### config.mk
export PLATFORM = sky130hd
export DESIGN_NAME = riscv_boot_loader
export DESIGN_NICKNAME = d
export VERILOG_FILES = /design/src/rtl/riscv_boot_loader.sv
export SDC_FILE = /design/constraint.sdc
export NUM_CORES = 1
export LEC_CHECK = 0
export CORE_MARGIN = 2
export CORE_UTILIZATION = 54
export CTS_BUF_LIST = sky130_fd_sc_hd__clkbuf_4
export DETAILED_ROUTE_END_ITERATION = 12
export HOLD_SLACK_MARGIN = 0.08
export PLACE_DENSITY = 0.83
export SETUP_SLACK_MARGIN = 0.2
export SLEW_MARGIN = 25
export SYNTH_ARGS = -nofsm -noshare
export SYNTH_HDL_FRONTEND = slang
export SYNTH_SLANG_ARGS = --single-unit
### constraint.sdc
create_clock -name clk -period 2.65 [get_ports clk]
set_input_delay 0.265 -clock clk [delete_from_list [all_inputs] [get_ports clk]]
set_output_delay 0.265 -clock clk [all_outputs]
set_load 0.1 [all_outputs]
### src/rtl/riscv_boot_loader.sv
// Byte-stream boot loader: parses a length-prefixed little-endian image and writes it into instruction memory.
// Write strobe the cycle after a word's 4th byte (one bubble per word); stalls on in_valid=0; holds core in reset until done.
module riscv_boot_loader #(
  parameter int unsigned MAX_WORDS = 64,
  parameter logic [31:0] BASE_ADDR = 32'h0000_0000
) (
  input  logic        clk,
  input  logic        rst,
  input  logic        in_valid,
  input  logic [7:0]  in_byte,
  output logic        in_ready,
  output logic        imem_we,
  output logic [31:0] imem_addr,
  output logic [31:0] imem_wdata,
  output logic        core_rst,
  output logic        done,
  output logic        err
);

  typedef enum logic [2:0] {LEN0, LEN1, DATA, WRITE, DONE, ERR} state_t;

  localparam logic [16:0] MAX_N = 17'(MAX_WORDS);

  state_t      state, state_nxt;
  logic [15:0] n;
  logic [15:0] idx;
  logic [1:0]  bidx;
  logic [31:0] wbuf;
  logic        accept;
  logic [15:0] n_full;
  logic [15:0] idx_inc;

  assign accept  = in_valid & in_ready;
  assign n_full  = {in_byte, n[7:0]};
  assign idx_inc = idx + 16'd1;

  always_ff @(posedge clk) begin
    if (!rst) state <= LEN0;
    else      state <= state_nxt;
  end

  // Accepting states always have in_ready=1, so in_valid alone qualifies a transfer here.
  always_comb begin
    state_nxt  = state;
    in_ready   = 1'b0;
    imem_we    = 1'b0;
    imem_addr  = 32'h0;
    imem_wdata = 32'h0;
    core_rst   = 1'b1;
    done       = 1'b0;
    err        = 1'b0;
    case (state)
      LEN0: begin
        in_ready = 1'b1;
        if (in_valid) state_nxt = LEN1;
      end
      LEN1: begin
        in_ready = 1'b1;
        if (in_valid) begin
          if (n_full == 16'd0)                state_nxt = DONE;
          else if ({1'b0, n_full} > MAX_N)    state_nxt = ERR;
          else                                state_nxt = DATA;
        end
      end
      DATA: begin
        in_ready = 1'b1;
        if (in_valid && bidx == 2'd3) state_nxt = WRITE;
      end
      WRITE: begin
        imem_we    = 1'b1;
        imem_addr  = BASE_ADDR + {14'd0, idx, 2'b00};
        imem_wdata = wbuf;
        state_nxt  = (idx_inc == n) ? DONE : DATA;
      end
      DONE: begin
        core_rst = 1'b0;
        done     = 1'b1;
      end
      ERR: begin
        err = 1'b1;
      end
      default: state_nxt = LEN0;
    endcase
  end

  // The byte index wraps to 0 after lane 3, so it is already cleared when DATA resumes.
  always_ff @(posedge clk) begin
    if (!rst) begin
      n    <= 16'd0;
      idx  <= 16'd0;
      bidx <= 2'd0;
      wbuf <= 32'h0;
    end else begin
      case (state)
        LEN0: if (accept) n[7:0] <= in_byte;
        LEN1: begin
          if (accept) begin
            n[15:8] <= in_byte;
            idx     <= 16'd0;
            bidx    <= 2'd0;
          end
        end
        DATA: begin
          if (accept) begin
            wbuf[{bidx, 3'b000} +: 8] <= in_byte;
            bidx                      <= bidx + 2'd1;
          end
        end
        WRITE: idx <= idx_inc;
        default: ;
      endcase
    end
  end

endmodule

==> flow_metrics.tcl, run 1 <==
set metrics [dict create \
    status "finished clean" \
    dr.pass1.iters 5 \
    endpoint_kind "register" \
    syn_area_um2 3990 \
    setup-tns-final_ns 0 \
    top_layer "met4" \
    wl_met2_mm 5.40 \
    overflow 0 \
    h-tree-depth 3 \
    seq_power_share 0.490 \
    met1_length_mm 4.47 \
    peakVddDrop_v 0.000337 \
    clk_latency_ns 0.42 \
    drt_iter0_drc 314 \
    drt-vias-per-instance 6.04 \
    grt_max_degree 40 \
    fmax_ghz 0.430 \
    synth_cell_types 59 \
    ys_top_cells_by_area "dfxtp_1, a21oi_1, nand2_1, and3_1, nand3_1" \
    async_reset_ff_frac 0 \
    worst_setup_path_start_kind "register" \
    synth_enable_flop_cells 0 \
    avgSynthCellArea_um2 7.59 \
    syn2layout_area_growth_pct 32.4 \
    syn_inst 526 \
    cp_top_family "simple AND/OR/NAND/NOR gates" \
    holdBufCountCts 0 \
    hold_path.class "register to register" \
    maxCapViolCount 0 \
    grt_usage 0.275 \
    synth_common_cells "nand2_1, dfxtp_1, a21oi_1" \
    ant_nets 0 \
    chipHeight_um 90.0 \
    postPlaceCellArea_um2 5120 \
    grt_pass1_vias 3836 \
    ys_seq_area_frac 0.346 \
    r2r_cells 7 \
    worst_pin_slew_ns 0.783 \
    synth_top_area_cell "dfxtp_1" \
    path_cells "ha_2 > nand3_1 > or2_1 > xnor2_1 > o2111ai_2 > nor4_2 > a31o_1" \
    wl_per_cell_um 16.6 \
    required_ns 3.02 \
    yosysMostFrequentCell "nand2_1" \
    p_per_area_nw_per_um2 415 \
    die_w_um 90.0 \
    drive_gt1_frac 0.169 \
    vias 4096 \
    clkTransAtPathRegs_ns 0.12 \
    final_core_util 0.732 \
    skew_ns 0.0130 \
    cts_sinks 69 \
    fin_area_um2 5280 \
    leakage_nw 2.06 \
    placement.io_buffers 63 \
    clockPowerShare 0.357 \
    cts_setup_buffers 0 \
    design.die.area_um2 8090 \
    fp-row-count 31 \
    diodes 0 \
    start_util 0.553 \
    ys_ff_latch 69 \
    boundaryPins 80 \
    ys.flop_type "dfxtp_1" \
    min_period_over_period 0.878 \
    hp-start "wbuf[16]" \
    crit_fanout 12 \
    yosysWarnings 0 \
    min_path_cells 2 \
    switching_share 0.310 \
    antenna_found_initial 0 \
    finalSetupViolations 0 \
    yosysTopAreaCellShare 0.346 \
    holdWs_ns 0.460 \
    dr_wl_met3_mm 1.05 \
    core_area_um2 7210 \
    period_needed_ns 2.33 \
    power_frac_comb 0.153 \
    drt_wl_total_mm 11.3 \
    regToRegSetupSlack_ns 0.32 \
    hold_viol 0 \
    cts_buffers 9 \
    cts_tree "yes" \
    max_stage_delay_ns 0.52 \
    place_hpwl_mm 7.82 \
    grt_pass1_wl_mm 18.4 \
    nets 592 \
    crit_arrival_ns 2.69 \
    path_buf_inv 0 \
    grt_setup_unrepaired "no" \
    drc 0 \
    slew_violations 0 \
    holdPathEnd "wbuf[16]" \
    place_congestion 0.987 \
    rr_startpoint "idx[0]" \
    slowest_stage "dfxtp_1" \
    slew_headroom 0.474 \
    r2r_end "state[2]" \
    cts_root_buf "clkbuf_4" \
    critical_path_class "register to register" \
    p_sw_w 0.000681 \
    cts.path.max_buffers 2 \
    p_int_w 0.00151 \
]
[flip-flops by register name, summed over array words and instances (netlist names)]
signal and flops:
bidx 2, wbuf 32, n 16, state 3
idx 16
[cell usage in the layout (no fill, tap or decap), types with 3 or more instances in the layout]
master / synthesis / final
nor2_1: 21 / 21
nand2_1: 88 / 88
nand3_1: 39 / 39
conb_1: 1 / 16
o21ai_0: 11 / 11
nand4_1: 6 / 6
a311oi_1: 3 / 3
a211oi_1: 6 / 6
inv_1: 9 / 8
dfxtp_1: 69 / 67
ha_1: 6 / 5
xnor2_1: 8 / 8
clkdlybuf4s50_1: 0 / 10
buf_4: 17 / 15
a21oi_1: 67 / 67
nor3b_1: 3 / 3
and3_1: 51 / 51
and2_1: 7 / 7
xor2_1: 11 / 11
o31ai_1: 4 / 4
clkbuf_4: 0 / 9
a31oi_1: 4 / 4
nor4_1: 7 / 7
nor3_1: 9 / 9
buf_12: 0 / 53
[metal layers]
| metal | track usage | vias to the layer above |
|---|---|---|
| met2 | 0.452 | 244 |
| met3 | 0.0662 | 37 |
| met5 | 0 | - |
| li1 | - | 1929 |
| met1 | 0.339 | 1886 |
| met4 | 0.131 | 0 |
[metrics by stage]
step,power (W),worst slack [ns],cells
floorplan,0.00135,0.127,541
global placement,0.00142,0.396,663
detailed placement,0.00143,0.292,663
CTS,0.00219,0.252,678
global route,0.00226,0.235,678
finish,0.00219,0.322,678
[worst max-delay path by stage]
stage               startpoint            end  slack (ns)  depth (start not counted)
floorplan             state[2]  imem_addr[16]        0.13                          4
global placement        idx[0]       state[2]        0.40                          7
detailed placement      idx[0]       state[2]        0.29                          7
CTS                   state[0]        imem_we        0.25                          4
global route            idx[0]       state[2]        0.24                          7
finish                  idx[0]       state[2]        0.32                          7
[what timing repair did]
item,CTS,global route
resized for setup,1,2
pin swaps,0,0
setup endpoints to repair,2,5
cloned,0,0
[logic make-up (layout without fill, tap and decap cells)]
logic type | Yosys count | after routing | share of synthesized area
adder cells (fa/ha/maj) | 6 | 6 | 0.0188
AND/OR/NAND/NOR | 252 | 252 | 0.324
XOR/XNOR | 19 | 19 | 0.0417
buffers and inverters | 64 | 102 | 0.0903
AO/OA/AOI/OAI | 114 | 114 | 0.176
other | 1 | 16 | 0.000940
multiplexers | 1 | 1 | 0.00251
flip-flops | 69 | 69 | 0.346
[power by group through the flow]
stage               combinational, W  clock (W)  sequential, W
detailed placement          0.000331          0        0.00110
CTS                         0.000332   0.000782        0.00107
finish                      0.000336   0.000782        0.00108
global route                0.000352   0.000831        0.00108
global placement            0.000324          0        0.00110
floorplan                   0.000265          0        0.00109
[area by class of cell]
| type | count | area [um^2] |
|---|---|---|
| multi-input combinational | 408 | 2310 |
| inverter | 9 | 33.8 |
| tap | 99 | 124 |
| clock buffer | 9 | 67.6 |
| sequential | 69 | 1380 |
| timing repair buffer | 78 | 1270 |
| fill | 536 | 1930 |
| clock inverter | 6 | 88.8 |
[worst reg2reg max path, delay by kind of cell, from the launching register on]
family	cells	cell delay (ns)
flops	1	0.52
fa+ha+maj	1	0.39
compound gates	2	0.34
simple gates	3	0.83
xor+xnor	1	0.22
Power figures use the tool's default switching activity.
==> inputs of run 2 (changes only) <==
RECOVER_POWER = 50   (was default)
==> run 2 against run 1 <==
Compared with the run above:
- fmax fell by 4.4%
- combinational power barely moved
- critical endpoint is now imem_we
- design area barely moved
- critical path depth fell by 3
- sequential share of layout area barely moved
- routed wire length fell by 0.54%
- first-iteration DRC count fell by 5.1%
==> flow_metrics.tcl, run 2 (synthesis gave the netlist of run 1 again) <==
set metrics [dict create \
    fin_area_um2 5280 \
    holdPathEnd "wbuf[16]" \
    crit_arrival_ns 2.17 \
    syn2layout_area_growth_pct 32.3 \
    cts.path.max_buffers 2 \
    drt_iter0_drc 298 \
    grt_pass1_wl_mm 18.4 \
    clk_latency_ns 0.42 \
    chipHeight_um 90.0 \
    hold_viol 0 \
    regMostFlops "wbuf" \
    grt_setup_unrepaired "no" \
    drt_wl_total_mm 11.2 \
    clkTransAtPathRegs_ns 0.12 \
    holdBufCountCts 0 \
    drive_gt1_frac 0.168 \
    overflow 0 \
    finalSetupViolations 0 \
    peakVddDrop_v 0.000337 \
    nets 592 \
    maxCapViolCount 0 \
    r2r_cells 7 \
    crit_fanout 13 \
    place_congestion 0.987 \
    critical_path_class "register to output pin" \
    p_sw_w 0.000680 \
    worst_pin_slew_ns 1.07 \
    drt-vias-per-instance 6.00 \
    slew_violations 0 \
    slew_headroom 0.279 \
    dr.pass1.iters 5 \
    min_period_over_period 0.919 \
    cts_tree "yes" \
    boundaryPins 80 \
    design.die.area_um2 8090 \
    ant_nets 0 \
    status "finished clean" \
    fmax_ghz 0.411 \
    cts_sinks 69 \
    diodes 0 \
    die_w_um 90.0 \
    place_hpwl_mm 7.82 \
    p_int_w 0.00151 \
    holdWs_ns 0.461 \
    min_path_cells 2 \
    grt_usage 0.275 \
    largest_reg_flops 32 \
    required_ns 2.38 \
    h-tree-depth 3 \
    placement.io_buffers 63 \
    fp-row-count 31 \
    grt_pass1_vias 3836 \
    setup-tns-final_ns 0 \
    seq_power_share 0.490 \
    wl_per_cell_um 16.5 \
    worst_setup_path_start_kind "register" \
    clockPowerShare 0.357 \
    endpoint_kind "output pin" \
    start_util 0.553 \
    grt_max_degree 40 \
    power_frac_comb 0.153 \
    layout_commonest_cell "nand2_1" \
    regToRegSetupSlack_ns 0.33 \
    core_area_um2 7210 \
    cts_setup_buffers 0 \
    vias 4066 \
    switching_share 0.310 \
    reg_top3 "wbuf (32), idx (16), n (16)" \
    drc 0 \
    antenna_found_initial 0 \
    final_cell_mix "nand2_1, dfxtp_1, a21oi_1" \
    rr_startpoint "idx[0]" \
    cts_root_buf "clkbuf_4" \
    p_per_area_nw_per_um2 415 \
    period_needed_ns 2.44 \
    hp-start "wbuf[16]" \
    leakage_nw 2.06 \
    r2r_end "state[2]" \
    cts_buffers 9 \
    hold_path.class "register to register" \
    postPlaceCellArea_um2 5120 \
    skew_ns 0.0141 \
]
-- run 2: cell counts in the layout (fill, tap and decap cells not counted) --
No cell type changed its count.
-- run 2: what timing repair did --
action | in CTS | in global routing
cloned | 0 | 0
gates resized for setup | 1 | 2
setup endpoints to repair | 2 | 5
-- run 2: power groups by stage --
stage / logic, W / clock network, W / registers [W]
after CTS: 0.000332 / 0.000782 / 0.00107
final: 0.000335 / 0.000782 / 0.00107
after detailed placement: 0.000331 / 0 / 0.00110
after global routing: 0.000352 / 0.000831 / 0.00108
after floorplan: 0.000265 / 0 / 0.00109
after global placement: 0.000324 / 0 / 0.00110
-- run 2: stage by stage --
stage | util | power (W) | std cells | setup slack (ns)
floorplan | - | 0.00135 | 541 | 0.127
finish | 0.732 | 0.00219 | 678 | 0.215
global placement | 0.710 | 0.00142 | 663 | 0.396
CTS | 0.732 | 0.00219 | 678 | 0.252
detailed placement | 0.710 | 0.00143 | 663 | 0.292
global route | 0.732 | 0.00226 | 678 | 0.125
-- run 2: worst max-delay path, stage by stage, from the launching register on --
cell and delay (ns):
dfxtp_1 0.52, nor2b_2 0.27, nand2_1 0.24, inv_1 0.47
buf_12 0.24
-- run 2: final cells by class --
| class | count | area [um^2] |
|---|---|---|
| well taps | 99 | 124 |
| clock inverters | 6 | 88.8 |
| inverters | 9 | 33.8 |
| multi-input cells | 408 | 2310 |
| repair buffers | 78 | 1270 |
| clock buffers | 9 | 67.6 |
| fillers | 535 | 1930 |
| flip-flops and latches | 69 | 1380 |
-- run 2: worst max-delay path by stage --
stage	startpoint	to	slack [ns]	cells past startpoint
after floorplan	state[2]	imem_addr[16]	0.13	4
after global placement	idx[0]	state[2]	0.40	7
after detailed placement	idx[0]	state[2]	0.29	7
after CTS	state[0]	imem_we	0.25	4
after global routing	state[0]	imem_we	0.12	4
final	state[0]	imem_we	0.21	4
-- run 2: per-layer routing --
layer  vias up  share of wire  track usage
met3        36          0.094       0.0662
met1      1873           0.39        0.339
met5         -              0            0
li1       1920              -            -
met4         0          0.029        0.131
met2       237           0.49        0.452
==> inputs of run 3 (changes only) <==
HOLD_SLACK_MARGIN = 0.12   (was 0.08)
==> results of run 3 <==
Final layout, timing and power as in run 2 (identical DEF).
